**config.mk**
```make
export PLATFORM = sky130hd
export DESIGN_NAME = fetch_pc_unit
export DESIGN_NICKNAME = d
export VERILOG_FILES = /design/src/rtl/fetch_pc_unit_pkg.sv /design/src/rtl/fetch_pc_unit_npc_select.sv /design/src/rtl/fetch_pc_unit.sv
export SDC_FILE = /design/constraint.sdc
export NUM_CORES = 1
export LEC_CHECK = 0
export CAP_MARGIN = 40
export CORE_UTILIZATION = 44
export DETAILED_ROUTE_END_ITERATION = 7
export GPL_ROUTABILITY_DRIVEN = 1
export HOLD_SLACK_MARGIN = 0.12
export PLACE_DENSITY = 0.79
export SYNTH_ARGS = -nofsm -noshare
export SYNTH_HDL_FRONTEND = slang
export SYNTH_HIERARCHICAL = 1
export SYNTH_SLANG_ARGS = --single-unit
```
**constraint.sdc**
```tcl
create_clock -name clk -period 4.45 [get_ports clk]
set_clock_uncertainty 0.2 [all_clocks]
set_input_delay 0.6675 -clock clk [delete_from_list [all_inputs] [get_ports clk]]
set_output_delay 0.6675 -clock clk [all_outputs]
set_load 0.1 [all_outputs]
```
**src/rtl/fetch_pc_unit_pkg.sv**
```systemverilog
// Shared constants and next-PC select encoding for the fetch stage.
package fetch_pc_unit_pkg;

   localparam logic [31:0] PC_RESET_DEFAULT = 32'h0000_3000;
   localparam logic [31:0] NOP_INSTR        = 32'h0000_0000;

   typedef enum logic [1:0] {
      SEQ  = 2'd0,
      BR   = 2'd1,
      JIMM = 2'd2,
      JREG = 2'd3
   } npc_sel_e;

endpackage

```
**src/rtl/fetch_pc_unit_npc_select.sv**
```systemverilog
// Combinational next-PC target generation and priority select.
module npc_select
   import fetch_pc_unit_pkg::*;
(
   input  logic [31:0] pc_f_i,
   input  logic [31:0] pc_d_i,
   input  logic [31:0] npc_reg_i,
   input  logic        jump_reg_i,
   input  logic        jump_and_link_reg_i,
   input  logic        jump_imm_i,
   input  logic        branch_taken_i,
   input  logic [25:0] instr_imm_i,
   output logic [31:0] npc_o
);

   npc_sel_e    sel;
   logic [31:0] pc_d_plus4;
   logic [31:0] seq_target;
   logic [31:0] br_target;
   logic [31:0] jimm_target;

   assign pc_d_plus4  = pc_d_i + 32'd4;
   assign seq_target  = pc_f_i + 32'd4;
   assign br_target   = pc_d_plus4 + {{14{instr_imm_i[15]}}, instr_imm_i[15:0], 2'b00};
   assign jimm_target = {pc_d_plus4[31:28], instr_imm_i, 2'b00};

   // Decode keeps these exclusive; priority only makes overlap deterministic.
   always_comb begin
      sel = SEQ;
      if (jump_reg_i || jump_and_link_reg_i) sel = JREG;
      else if (jump_imm_i)                   sel = JIMM;
      else if (branch_taken_i)               sel = BR;
   end

   always_comb begin
      npc_o = seq_target;
      unique case (sel)
         SEQ:  npc_o = seq_target;
         BR:   npc_o = br_target;
         JIMM: npc_o = jimm_target;
         JREG: npc_o = npc_reg_i;
         default: npc_o = seq_target;
      endcase
   end

endmodule

```
**src/rtl/fetch_pc_unit.sv**
```systemverilog
// Fetch PC register and IF/ID pipeline register with stall and redirect.
// Build option DELAY_SLOT_EN: keep the delay-slot instruction instead of squashing it.
module fetch_pc_unit
   import fetch_pc_unit_pkg::*;
#(
   parameter logic [31:0] RESET_PC = PC_RESET_DEFAULT
) (
   input  logic        clk,
   input  logic        reset,
   input  logic        stall_d,
   input  logic        jump_reg,
   input  logic        jump_and_link_reg,
   input  logic [31:0] npc_reg,
   input  logic        jump_imm,
   input  logic        branch_taken,
   input  logic [25:0] instr_d_imm,
   input  logic [31:0] instr_f,
   output logic [31:0] pc_f,
   output logic [31:0] instr_d,
   output logic [31:0] pc_d,
   output logic [31:0] pc8_d,
   output logic        redirect_d,
   output logic        pc_misaligned_f
);

   logic [31:0] pc_f_q;
   logic [31:0] instr_d_q;
   logic [31:0] pc_d_q;
   logic [31:0] npc;
   logic        redirect_req;

   npc_select u_npc_select (
      .pc_f_i              (pc_f_q),
      .pc_d_i              (pc_d_q),
      .npc_reg_i           (npc_reg),
      .jump_reg_i          (jump_reg),
      .jump_and_link_reg_i (jump_and_link_reg),
      .jump_imm_i          (jump_imm),
      .branch_taken_i      (branch_taken),
      .instr_imm_i         (instr_d_imm),
      .npc_o               (npc)
   );

   assign redirect_req = jump_reg | jump_and_link_reg | jump_imm | branch_taken;
   // Reset discards any pending redirect, so it is never reported during reset.
   assign redirect_d   = ~reset & ~stall_d & redirect_req;

   always_ff @(posedge clk) begin
      if (reset) begin
         pc_f_q    <= RESET_PC;
         instr_d_q <= NOP_INSTR;
         pc_d_q    <= RESET_PC;
      end else if (!stall_d) begin
         pc_f_q <= npc;
         pc_d_q <= pc_f_q;
`ifdef DELAY_SLOT_EN
         instr_d_q <= instr_f;
`else
         instr_d_q <= redirect_d ? NOP_INSTR : instr_f;
`endif
      end
   end

   assign pc_f            = pc_f_q;
   assign instr_d         = instr_d_q;
   assign pc_d            = pc_d_q;
   assign pc8_d           = pc_d_q + 32'd8;
   assign pc_misaligned_f = |pc_f_q[1:0];

endmodule

```
* Word-level counts from Yosys, hierarchy flattened *
Index checks and enable logic that the tools add are counted.

storage, ports and cells
  flip-flop bits (word level) = 96
  bits in latches = 0
  RAM bits = 0
  ROM bits = 0
  bits of input ports = 97
  output and inout bits = 130
  word-level logic and storage cells = 25
  memories kept = 0

cells by class
  add/sub/neg operators = 4
  multipliers = 0
  divide/modulo/power cells = 0
  magnitude comparators = 0
  equal/unequal tests = 3
  shift-type cells = 0
  mux-type cells = 5
  bitwise logic cells = 7
  reductions and logical operators = 3

operators with widths
  cell                     number
  $pmux W32 S4             1
  $add A32 B3 Y32 const B  2
  $add A32 B32 Y32         1
  $add A32 B4 Y32 const B  1
  $mux W32                 1
  $eq A2 B2 Y1 const B     2
  $mux W2                  2
  $or A1 B1 Y1             3
  $and A1 B1 Y1            2
  $eq A2 B1 Y1 const B     1
  $logic_not A2 Y1         1
  $not A1 Y1               2
  $reduce_or A2 Y1         1
  $logic_or A1 B1 Y1       1
  $mux W1                  1

* Longest topological paths before layout *
Gate-level depths: netlist (run 1).

  depth in word-level cells = 5
  mapped depth = 18
  mapped depth without buffers = 17

* Cells and area by module *
The synthesis (run 1) kept the hierarchy.

modules (own cells, without submodules)
  module         times used  cells each  area an instance (um2)  seq. area each (um2)
  fetch_pc_unit  1           395         3950.0                  1921.8
  npc_select     1           529         3527.1                  0.0

* Worst setup path before layout (run 1) *
Ideal clock, no wire load.

  kind = register -> register
  start point = register pc_d_q[3], in the netlist pc_d[3]
  end point = register pc_f_q[31], in the netlist pc_f[31]
  library setup time = 0.128 ns
  arrival = 4.760 ns
  required time = 4.122 ns
  path slack = -0.637 ns
  stages on the path, launching flop included = 19
  path buffers = 1
  clock period less this slack = 5.087 ns
  cells stage by stage = dfxtp_1 -> ha_1 -> nand4_1 -> or4_1 -> nor2_1 -> nand4_1 -> xnor2_1 -> ha_1 -> clkbuf_1 -> a21oi_1 -> o21ai_0 -> and2_1 -> or3_1 -> o21ai_1 -> a311oi_1 -> or3_1 -> a31o_1 -> mux2i_1 -> nor2_1

between the ends
  longest elaborated chain between the ends = 3

RTL lines
  item                    RTL line                        source
  from (decl)             fetch_pc_unit.sv:28             logic [31:0] pc_d_q;
  from (signal assigned)  fetch_pc_unit.sv:55             pc_d_q <= pc_f_q;
  $add A32 B3 Y32 *       fetch_pc_unit_npc_select.sv:22  assign pc_d_plus4 = pc_d_i + 32'd4;
  $add A32 B32 Y32        fetch_pc_unit_npc_select.sv:24  assign br_target = pc_d_plus4 + {{14{instr_imm_i[15]}}, instr_imm_i[15:0], 2'b00};
  $pmux W32 S4 *          fetch_pc_unit_npc_select.sv:37  unique case (sel)
  net npc[31]             fetch_pc_unit.sv:29             logic [31:0] npc;
  to (signal assigned)    fetch_pc_unit.sv:54             pc_f_q <= npc;
  to (decl)               fetch_pc_unit.sv:26             logic [31:0] pc_f_q;

Mark *: on every way through the listed nets, which the timed path passes. The rest lies on a longest branch.
A chain may end at the register's enable or synchronous reset.

* Worst setup path in the final report (run 1) *
Ends and elaborated chain as after synthesis.

==> results of run 1 <==
cells in the mapped netlist, drive strengths merged (6+ instances only):
cell type,n
nand4,22
nand3,50
a211o,7
a21o,9
xor2,34
dfxtp,96
o21ai,24
nand2,57
clkbuf,24
and3,16
ha,36
a211oi,7
nor3,20
nor2,142
a21oi,49
mux2i,95
xnor2,68
o22ai,21
a31oi,6
buf,19
nor2b,7
a221oi,8
inv,19
or3,8
and4,7
o21a,8
o211ai,7
critical path, delay by kind of cell (launching register included):
| family | cells | cell delay [ns] |
|---|---|---|
| compound gates | 5 | 0.74 |
| flops | 1 | 0.40 |
| xor+xnor | 1 | 0.16 |
| fa+ha+maj | 2 | 0.56 |
| simple gates | 8 | 1.97 |
| mux | 1 | 0.12 |
where the power goes:
part	switching [mW]	internal [mW]
clock network	0.343	0.426
logic	0.764	0.499
registers	0.0821	0.903
routing by layer:
metal	wire, um	GRT usage [%]
met1	11200	37.2
met2	15600	61.8
met3	2000	6.73
met4	1530	17.2
met5	0	0
state kept, by name, indices dropped and copies added (netlist names):
| register | cells |
|---|---|
| instr_d | 32 |
| pc_f | 32 |
| pc_d | 32 |
kinds of logic after synthesis:
family / Yosys count
AND/OR/NAND/NOR: 352
AO/OA/AOI/OAI: 179
XOR/XNOR: 102
flip-flops: 96
multiplexers: 95
buffers and inverters: 63
adder cells (fa/ha/maj): 37
stage by stage:
stage | total power, mW | TNS, ns | std cells
floorplan | 1.74 | 0 | 924
global placement | 2.04 | 0 | 1347
detailed placement | 2.25 | 0 | 1454
CTS | 3.01 | 0 | 1470
global route | 3.12 | -0.0267 | 1472
finish | 3.02 | 0 | 1472
cell type report:
cell class	count	area (um2)
tap	220	275
inverter	20	75.1
fill	1154	4470
multi-input combinational	765	5290
clock inverter	2	13.8
sequential	96	1950
clock buffer	14	274
timing repair buffer	355	4240
worst paths after layout:
path	start	end	slack (ns)	depth (start not counted)
setup / recovery	pc_d[3]	pc_f[31]	0.17	17
hold / removal	instr_d[4]	instr_d[4]	0.30	2
hold reg to reg	instr_d[4]	instr_d[4]	0.30	2
setup reg to reg	pc_d[3]	pc_f[31]	0.17	17
what timing repair did:
action | 4_1_cts | 5_1_grt
setup buffers | 0 | 2
endpoints found under the setup margin | 0 | 5
gates resized for setup | 0 | 6
hold buffers | 0 | 0
==> metrics.txt, run 1 <==
Compound-Gate Fraction of Synth Area 15.8%; area share of the largest cell type after synthesis 25.7%; first-pass GRT wire length 46.1 mm; via count 8686; GRT Total Usage 33.9%; ys flop type dfxtp_1; Unique masters post-synth 70; EDFF count, synth 0; Worst slew margin 45.0%; hpwl dp 23.4 mm; die height 132 um; H-tree levels 3; Post-DRT Antenna Nets 0; layout cells sized above 1 17.3%; hold crit path type reg2reg; post-synthesis mux area share 12.7%; top cells by area, synth dfxtp_1, mux2i_1, xnor2_1; Net count, final 1381; max-cap viol count 0; clock slew at reported path FFs 0.07 ns; Synth Instances 924; initial DRC count 886; maximum clock rate 0.234 GHz; I/O Pins 227; worst vdd ir 0.255 mV; Num CTS Buffers 9; drc violations 0; Critical Path RT 4.47 ns; synth warn 6; antenna fix cells 0; Final Util 73.1%; most frequent cells in the layout clkdlybuf4s50_1, nor2_1, mux2i_1; core region area 0.0166 mm2; grt total ovfl 0; max-slew violation count 0; final worst-path cycle share 96.2%; cell taking the most area after synthesis dfxtp_1; mapped cell area 0.00748 mm2; vias in the first global route 8422; final setup vio count 0; FF+latch count, synth 96; Synthesized Nets 1058; Slowest cell on crit path or4_4; Buffers on Ports 226; routed length per instance 20.6 um; Routability Congestion 0.973; final instance area 0.0121 mm2; Worst Path Arrival 4.30 ns; fin worst setup slack 0.168 ns; critical path launch point type register; maximum fanout along the worst path 9; Worst-Skew Late Latency 0.36 ns; main combinational cell family by area after synthesis simple AND/OR/NAND/NOR gates; die area 0.0175 mm2; asr flop ratio synth 0%; Initial Util 45.1%; Final min period 4.28 ns; clk root buf clkbuf_16; CP cell instances ha_2 -> nand4_1 -> or4_4 -> nor2_4 -> nand4_1 -> xnor2_1 -> ha_1 -> a21oi_2 -> o21ai_0 -> and2_1 -> or3_1 -> o21ai_2 -> a311oi_1 -> or3_1 -> a31o_1 -> mux2i_1 -> nor2_1; CP endpoint kind register; Worst-Margin Slew 0.825 ns; Final Hold Viols 0; TritonCTS clock tree built; Post-Syn Area per Cell 8.09 um2; XOR/XNOR share of the synthesized area 11.9%; std cell rows 47; RSZ-0062 raised after global routing true; TritonRoute pass-1 iters 6; initial antenna violation count 0; max incr delay on CP 0.58 ns; hold_ws 0.298 ns; status complete, no violations; Post-Route WL 30.4 mm; pre-CTS WS 0.146 ns; largest net degree at the start of global routing 66; sequential share of the synthesized area 25.7%; dpl cell area 0.0118 mm2; Leak 5.13 nW; Synth Area in Simple Gates 23.5%; Adder-Cell Fraction of Synth Area 6.29%; CP Class reg2reg; CTS Buffer Depth 2; clock sinks 96; PD cells 249 mW/mm2; Via density 5.90; Layout area overhead 62.1%; most common cell after layout, fill and taps aside clkdlybuf4s50_1; Die X 132 um
(Power assumes the default switching activity.)
==> run 2, diff against run 1 <==
- CORE_UTILIZATION: 44 -> 45
- PLACE_DENSITY: 0.79 -> 0.77
- clock period: 4.45 -> 5.21 ns (I/O delays scaled with it)
==> run 2 against run 1 <==
Effect of this change:
- global-route usage grew 3.4 points
- final cell count is 0.61% higher
- count of clock-buffer cells in the layout shrank 4
- via count grew 1.1%
- register-to-register slack better by 0.19 ns
- combinational power shrank 10%
- first-iteration DRC count fell by 24%
- clock power decreased by 17%
- die area is 2.2% lower
- critical endpoint unchanged
==> metrics.txt, run 2 (synthesized netlist as in run 1, its figures left out) <==
Initial Util 46.6% (+1.5 points); Int Pwr 1.56 mW (-15%); Met1 Wirelength 11.5 mm (+2.1%); final worst-path cycle share 93.1% (-3.1 points); std cell rows 46 (-2.1%); Layout area overhead 68.7%; via count 8784 (+1.1%); worst vdd ir 0.212 mV (-17%); Worst-Skew Late Latency 0.36 ns (about the same); Worst Path Arrival 4.87 ns (+0.57 ns); antenna fix cells 0 (unchanged); Fin Setup TNS 0 ns (unchanged); cts repair resizes 0 (unchanged); maximum fanout along the worst path 9 (unchanged); routed length per instance 21.9 um (+6.4%); maximum clock rate 0.206 GHz (-12%); hold crit path type reg2reg; vias in the first global route 8837 (+4.9%); core region area 0.0161 mm2 (-3.2%); CP endpoint kind register; layout cells sized above 1 14.5% (-2.7 points); WL met2 16.9 mm (+8.0%); grt total ovfl 0 (unchanged); TritonCTS clock tree built; NetSw 1.05 mW (-12%); die height 131 um (-1.1%); power share of the clock group 24.5% (-1.0 points); max-slew violation count 0 (unchanged); first-pass GRT wire length 47.8 mm (+3.6%); Die X 131 um (-1.1%); initial DRC count 669 (-24%); Comb pwr share 43.2% (+1.4 points); largest net degree at the start of global routing 66 (unchanged); Post-Route WL 32.5 mm (+7.0%); I/O Pins 227 (unchanged); critical path launch point type register; hpwl dp 25.1 mm (+7.3%); Via density 5.93 (+0.51%); Num CTS Buffers 9 (unchanged); Net count, final 1395 (+1.0%); GRT Total Usage 37.3% (+3.4 points); clk root buf clkbuf_16; total power 2.61 mW (-14%); CP Class reg2reg; hold_ws 0.301 ns (+0.00351 ns); CTS Buffer Depth 2 (unchanged); Final Hold Viols 0 (unchanged); sw frac 40.3% (+0.87 points); final setup vio count 0 (unchanged); drc violations 0 (unchanged); clock sinks 96 (unchanged); RSZ-0062 raised after global routing false; Top Layer Used met4; Routability Congestion 0.932 (-4.2%); number of post-CTS setup repair buffers 0 (unchanged); Worst-Margin Slew 0.895 ns (+0.0706 ns); Post-DRT Antenna Nets 0 (unchanged); DR WL met3 2.19 mm (+9.5%); PD cells 207 mW/mm2 (-17%); Critical Path RT 5.23 ns (+0.76 ns); die area 0.0171 mm2 (-2.2%); Leak 5.28 nW (+2.9%); Hold-fix buffers, CTS 0 (unchanged); most frequent cells in the layout clkdlybuf4s50_1, nor2_1, dfxtp_1; H-tree levels 3 (unchanged); sequential power share 32.3% (-0.4 points); Worst slew margin 40.1% (-4.9 points); TritonRoute pass-1 iters 5 (-1); Buffers on Ports 226 (unchanged); Final min period 4.85 ns (+0.568 ns); initial antenna violation count 0 (unchanged); status complete, no violations; clock slew at reported path FFs 0.07 ns (about the same); max-cap viol count 0 (unchanged); most common cell after layout, fill and taps aside clkdlybuf4s50_1
-- run 2: cell types whose count changed in the layout (fill, tap and decap cells not counted), moves of 3 or more --
cell	change
buf_4	-31
buf_16	+22
clkdlybuf4s50_1	+22
dfxtp_1	+17
dfxtp_2	-13
dfxtp_4	-4
clkbuf_8	-3
-- run 2: cell type report --
cell class | instances | area, um2
inverters | 20 | 75.1
clock buffers | 10 | 229
clock inverters | 5 | 41.3
repair buffers | 369 | 4820
fillers | 964 | 3440
flip-flops and latches | 96 | 1920
well taps | 216 | 270
multi-input cells | 765 | 5260
-- run 2: through the flow --
step / setup slack (ns) / utilization, % / cell area (um2) / instances
2_1_floorplan: 0.123 / - / 7480 / 924
3_3_place_gp: 0.722 / 61.5 / 9870 / 1335
3_5_place_dp: 0.469 / 76.9 / 12300 / 1466
4_1_cts: 0.426 / 78.6 / 12600 / 1481
5_1_grt: 0.0595 / 78.6 / 12600 / 1481
6_report: 0.360 / 78.6 / 12600 / 1481
-- run 2: power by group through the flow --
stage                     clock network [mW]  registers (mW)  logic (mW)
after CTS                              0.639           0.840        1.12
after global placement                     0           0.851       0.887
after detailed placement                   0           0.856        1.11
after floorplan                            0            1.10       0.380
final                                  0.640           0.842        1.13
after global routing                   0.674           0.847        1.17
-- run 2: worst paths after layout --
path / from / endpoint / slack, ns / depth (start not counted)
setup / recovery: pc_d[3] / pc_f[31] / 0.36 / 17
setup reg to reg: pc_d[3] / pc_f[31] / 0.36 / 17
hold reg to reg: instr_d[5] / instr_d[5] / 0.30 / 2
hold / removal: instr_d[5] / instr_d[5] / 0.30 / 2
-- run 2: worst max-delay path, cell delays in order, from the launching register on --
cell      delay, ns
dfxtp_1        0.52
ha_1           0.32
nand4_1        0.20
or4_1          0.65
nor2_1         0.31
nand4_1        0.16
xnor2_1        0.18
ha_1           0.40
a21oi_1        0.21
o21ai_0        0.09
and2_1         0.16
or3_1          0.30
o21ai_1        0.18
a311oi_1       0.12
or3_1          0.31
a31o_1         0.22
mux2i_1        0.13
nor2_1         0.05
-- run 2: layer usage --
layer,global-route usage (%),up-vias
met5,0,-
met4,25.3,0
met3,6.43,147
met2,68.8,526
met1,38.7,4117
li1,-,3994
==> run 3, diff against run 2 <==
- REMOVE_ABC_BUFFERS: unset -> 1
==> run 3 against run 2 <==
Effect of this change:
- flip-flop and latch count stayed put
- utilization shrank 1.8 points
- sequential share of layout area grew 0.35 points
- count of clock-buffer cells in the layout is the same
- critical path type unchanged
- largest cell class unchanged
- critical endpoint unchanged
- register-to-register slack is essentially flat
==> metrics.txt, run 3 (synthesized netlist as in run 1, its figures left out) <==
TritonCTS clock tree built; Met1 Wirelength 11.7 mm (+2.1%); final setup vio count 0 (unchanged); RSZ-0062 raised after global routing false; maximum clock rate 0.206 GHz (about the same); CTS Buffer Depth 2 (unchanged); Initial Util 46.6% (unchanged); Leak 5.21 nW (-1.3%); PD cells 212 mW/mm2 (+2.8%); Worst-Margin Slew 0.824 ns (-0.0715 ns); Net count, final 1392 (-0.22%); most frequent cells in the layout clkdlybuf4s50_1, nor2_1, dfxtp_1; layout cells sized above 1 15.2% (+0.66 points); delay-heaviest family, CP simple AND/OR/NAND/NOR gates; Num CTS Buffers 9 (unchanged); CP Class reg2reg; Slowest cell on crit path or4_1; hpwl dp 22.8 mm (-9.2%); core region area 0.0161 mm2 (unchanged); Layout fillers 959 (-0.52%); vias in the first global route 8745 (-1.0%); drc violations 0 (unchanged); FF-to-FF setup slack 0.36 ns (about the same); DR WL met3 2.93 mm (+33%); Buffers on Ports 226 (unchanged); fin worst setup slack 0.359 ns (-0.00110 ns); worst vdd ir 0.169 mV (-20%); Post-DRT Antenna Nets 0 (unchanged); initial DRC count 896 (+34%); I/O Pins 227 (unchanged); hold_ws 0.318 ns (+0.0169 ns); Worst slew margin 44.9% (+4.8 points); Critical Path RT 5.23 ns (about the same); initial antenna violation count 0 (unchanged); Top Layer Used met4; first-pass GRT wire length 46.9 mm (-1.9%); std cell rows 46 (unchanged); Final Hold Viols 0 (unchanged); critical path launch point type register; clock slew at reported path FFs 0.08 ns (about the same); clk root buf clkbuf_16; Worst Path Arrival 4.87 ns (about the same); die height 131 um (unchanged); WL met2 15.2 mm (-10%); total power 2.62 mW (+0.47%); CP endpoint kind register; clock sinks 96 (unchanged); CP cell instances ha_1 -> nand4_1 -> or4_1 -> nor2_1 -> nand4_1 -> xnor2_1 -> ha_1 -> a21oi_1 -> o21ai_0 -> and2_1 -> or3_1 -> o21ai_1 -> a311oi_1 -> or3_1 -> a31o_1 -> mux2i_1 -> nor2_1; pre-CTS WS 0.512 ns (+0.0428 ns); max-cap viol count 0 (unchanged); grt total ovfl 0 (unchanged); TritonRoute pass-1 iters 6 (+1); max-slew violation count 0 (unchanged); hold crit path type reg2reg; Worst-Skew Late Latency 0.36 ns (about the same); max incr delay on CP 0.65 ns (about the same); die area 0.0171 mm2 (unchanged); number of post-CTS setup repair buffers 0 (unchanged); FF+latch area 0.00192 mm2 (unchanged); Fin Setup TNS 0 ns (unchanged); Hold-fix buffers, CTS 0 (unchanged); Die X 131 um (unchanged); maximum fanout along the worst path 9 (unchanged); Final min period 4.85 ns (+0.00110 ns); largest net degree at the start of global routing 102 (+55%); most common cell after layout, fill and taps aside clkdlybuf4s50_1; Via density 5.91 (-0.31%); status complete, no violations; Multi-input gate area 0.00526 mm2 (unchanged); final worst-path cycle share 93.1% (about the same); routed length per instance 21.0 um (-4.5%); H-tree levels 3 (unchanged); GRT Total Usage 36.3% (-1.0 points); cts repair resizes 0 (unchanged); Routability Congestion 0.956 (+2.6%); via count 8751 (-0.38%); Layout area overhead 64.9%; critical path buffer and inverter count 0 (unchanged); Post-Route WL 31.0 mm (-4.6%)
-- run 3: cell count changes in the layout (fill, tap and decap cells not counted), moves of 2 or more --
cell | before | now
buf_16 | 43 | 25
buf_4 | 15 | 29
buf_8 | 85 | 95
clkdlybuf4s50_1 | 222 | 214
inv_6 | 2 | 4
-- run 3: layout make-up --
cell class	instances	share of cell area, %
diodes	1	0.0203
clock buffers	10	1.94
clock inverters	6	0.477
inverters	20	0.609
multi-input cells	765	42.7
flip-flops and latches	96	15.6
well taps	216	2.19
repair buffers	366	36.5
-- run 3: worst paths after layout --
path | from | endpoint | cells past startpoint
min reg2reg | instr_d[23] | instr_d[23] | 2
max reg2reg | pc_d[3] | pc_f[31] | 17
max | pc_d[3] | pc_f[31] | 17
min | instr_d[23] | instr_d[23] | 2
-- run 3: routing by layer --
| metal | global-route usage [%] | up-vias |
|---|---|---|
| met5 | 0 | - |
| met4 | 17.2 | 0 |
| met3 | 8.02 | 100 |
| met2 | 63.4 | 543 |
| met1 | 42.1 | 4108 |
| li1 | - | 4000 |
-- run 3: per-stage QoR --
step | cells | util [%] | instance area, um2
after floorplan | 881 | - | 7250
after global placement | 1342 | 61.7 | 9910
after detailed placement | 1463 | 74.9 | 12000
after CTS | 1479 | 76.8 | 12300
after global routing | 1479 | 76.8 | 12300
final | 1480 | 76.8 | 12300
-- run 3: power breakdown --
part           internal [mW]  switching [mW]  total (mW)
Combinational          0.438           0.661        1.10
Sequential             0.771          0.0659       0.837
Clock                  0.349           0.335       0.684
Total                   1.56            1.06        2.62
-- run 3: worst min-delay path, stage by stage, from the launching register on --
cell and delay [ns]:
dfxtp_1 0.33, mux2i_1 0.07, nor2_1 0.08
==> RTL edit, RTL diff (flow settings as in run 1) <==
Make the reset (`reset`) asynchronous in one clocked block.
--- a/src/rtl/fetch_pc_unit.sv
+++ b/src/rtl/fetch_pc_unit.sv
@@ -45,7 +45,7 @@
    // Reset discards any pending redirect, so it is never reported during reset.
    assign redirect_d   = ~reset & ~stall_d & redirect_req;
 
-   always_ff @(posedge clk) begin
+   always_ff @(posedge clk or posedge reset) begin
       if (reset) begin
          pc_f_q    <= RESET_PC;
          instr_d_q <= NOP_INSTR;
Function: differs if reset is asserted again (counterexample within 4 cycles, from zero or initial values and one cycle with reset high); with reset held inactive, the same outputs for 10 cycles.
==> RTL edit against run 1 <==
Synthesized cell count down 7.7%. Final area up 5.7%. Count of clock-buffer cells in the layout down 4. Global-route usage up 0.88 points. Sequential cell count unchanged. Synthesized area up 4.7%. Routed wire length up 9.8%. Setup slack worse by 130 ps. Critical path depth down 3.
Power is not compared: it rests on default switching activity, and its combinational part moved more than twofold at a synthesized area within 25%.
==> RTL edit: results (changes against run 1) <==
[status]
outcome = finished, final reports clean  ; unchanged

[cts]
clock_path_buffers = 2  ; unchanged

[placement]
hpwl_mm = 24.43  ; was 23.40 mm
place_area_mm2 = 0.01237  ; was 0.01179 mm^2
io_buffers = 226  ; unchanged
gp_congestion = 0.9386  ; was 0.9728
place_ws_ps = 169.2  ; was 145.9 ps

[finish]
drive_gt1_share_pct = 25.04  ; was 17.25%
nNetsFinal = 1335  ; was 1381

[setup_path]
reg2reg_slack_ps = 40  ; was 170 ps
reg2reg_from = pc_d[8]$_DFFE_PP0N_  ; was pc_d[3]$_SDFFE_PP0N_
cpMaxStageDelayCell = dfrtp_2  ; was or4_4
rr_endpoint = pc_f[31]$_DFFE_PP0N_  ; was pc_f[31]$_SDFFE_PP0N_
cp_max_fo = 10  ; was 9
reg2reg_depth = 14  ; was 17
worstSetupPathType = register to register  ; unchanged
slowest_delay_ps = 510  ; was 580 ps
cp.arrival_ps = 4460  ; was 4300 ps

[yosys]
yosys-top-cells-count = dfrtp_1 (92), nor2_1 (81), xnor2_1 (67), mux2_2 (64), nand2_1 (59)  ; was nor2_1 (141), dfxtp_1 (96), mux2i_1 (95), xnor2_1 (68), nand2_1 (56)
async_flop_share_pct = 100.0  ; was 0%
synth_compound_area_share_pct = 14.59  ; was 15.85%
synthAdderAreaFrac_pct = 6.007  ; was 6.292%
synth.yosys.warnings = 6  ; unchanged
synth_nets = 987  ; was 1058
synth_sequential_area_ratio_pct = 30.74  ; was 25.70%
synthTopCellsByArea = dfrtp_1 (29%), mux2_2 (9.2%), xnor2_1 (7.5%)  ; was dfxtp_1 (26%), mux2i_1 (13%), xnor2_1 (8.0%)
muxShareOfSynthArea_pct = 13.68  ; was 12.72%
ys_types = 72  ; was 70
synthXorXnorAreaFrac_pct = 11.41  ; was 11.95%

[worst_hold_path]
holdCritPathClass = register to register  ; unchanged
holdPathEnd = instr_d[8]$_DFFE_PP0N_  ; was instr_d[4]$_SDFFE_PP0N_
worstHoldStart = instr_d[8]$_DFFE_PP0N_  ; was instr_d[4]$_SDFFE_PP0N_

[grt]
grt_use_total_pct = 34.79  ; was 33.91%
grt_max_degree = 67  ; was 66
grt_pass1_vias = 8335  ; was 8422
grt_pass1_wl_mm = 47.57  ; was 46.13 mm

[pwr]
irDropWorstVdd_v = 0.0004868

[sta]
max_freq_ghz = 0.2266  ; was 0.2335 GHz
tightest_slew_ps = 752.3  ; was 824.8 ps

[routing]
vias_per_cell = 6.032  ; was 5.901
routed_wirelength_mm = 33.36  ; was 30.37 mm
dr.pass1.iters = 6  ; unchanged
drtIter0Drc = 1084  ; was 886

==> RTL edit: changes by cell type in the layout (fill, tap and decap cells not counted), sizes merged, moves of 4 or more <==
cell	before	now
dfxtp	96	0
dfstp	0	4
mux2	0	64
dfrtp	0	92
buf	155	170
mux2i	95	35
nor2b	7	3
a211o	7	3
nor2	142	82
inv	19	23
==> RTL edit: per-stage QoR <==
step / hold slack (ps) / instances / total power, mW / utilization (%)
floorplan: 620.5 / 853 / 3.918 / -
global placement: 301.2 / 1293 / 4.797 / 59.78
detailed placement: 332.7 / 1400 / 5.623 / 71.28
CTS: 348.3 / 1416 / 6.476 / 73.08
global route: 378.9 / 1431 / 6.806 / 73.81
finish: 350.7 / 1431 / 6.606 / 73.81
==> RTL edit: area by class of cell <==
type                    count  area [um^2]
clock buffers              10        239.0
clock inverters             6        73.82
fillers                  1037         4546
inverters                  21        81.33
multi-input cells         701         5197
flip-flops and latches     96         2426
well taps                 225        281.5
repair buffers            372         4512
==> RTL edit: timing repair <==
item / in CTS / in global routing
setup buffers: 0 / 14
gates resized for setup: 0 / 4
endpoints found under the hold margin: 0 / 0
setup endpoints to repair: 0 / 10
==> RTL edit: cells by family (layout without fill, tap and decap cells) <==
kind of cell    count (synthesis)  count (layout)
mux                            99              99
simple gates                  289             289
compound gates                174             174
buf+inv                        56             409
flops                          96              96
xor+xnor                      102             102
fa+ha+maj                      37              37
==> RTL edit: power breakdown <==
group | switching [mW] | total (mW) | internal [mW] | leakage [nW]
clock | 0.388 | 0.848 | 0.460 | 0.154
sequential | 0.324 | 1.35 | 1.02 | 1.14
combinational | 2.77 | 4.41 | 1.64 | 4.14
==> RTL edit: routing by layer <==
layer / track usage, % / wire (um)
met1: 43.23 / 12660
met2: 56.92 / 15970
met3: 8.455 / 3251
met4: 15.79 / 1483
met5: 0 / 0
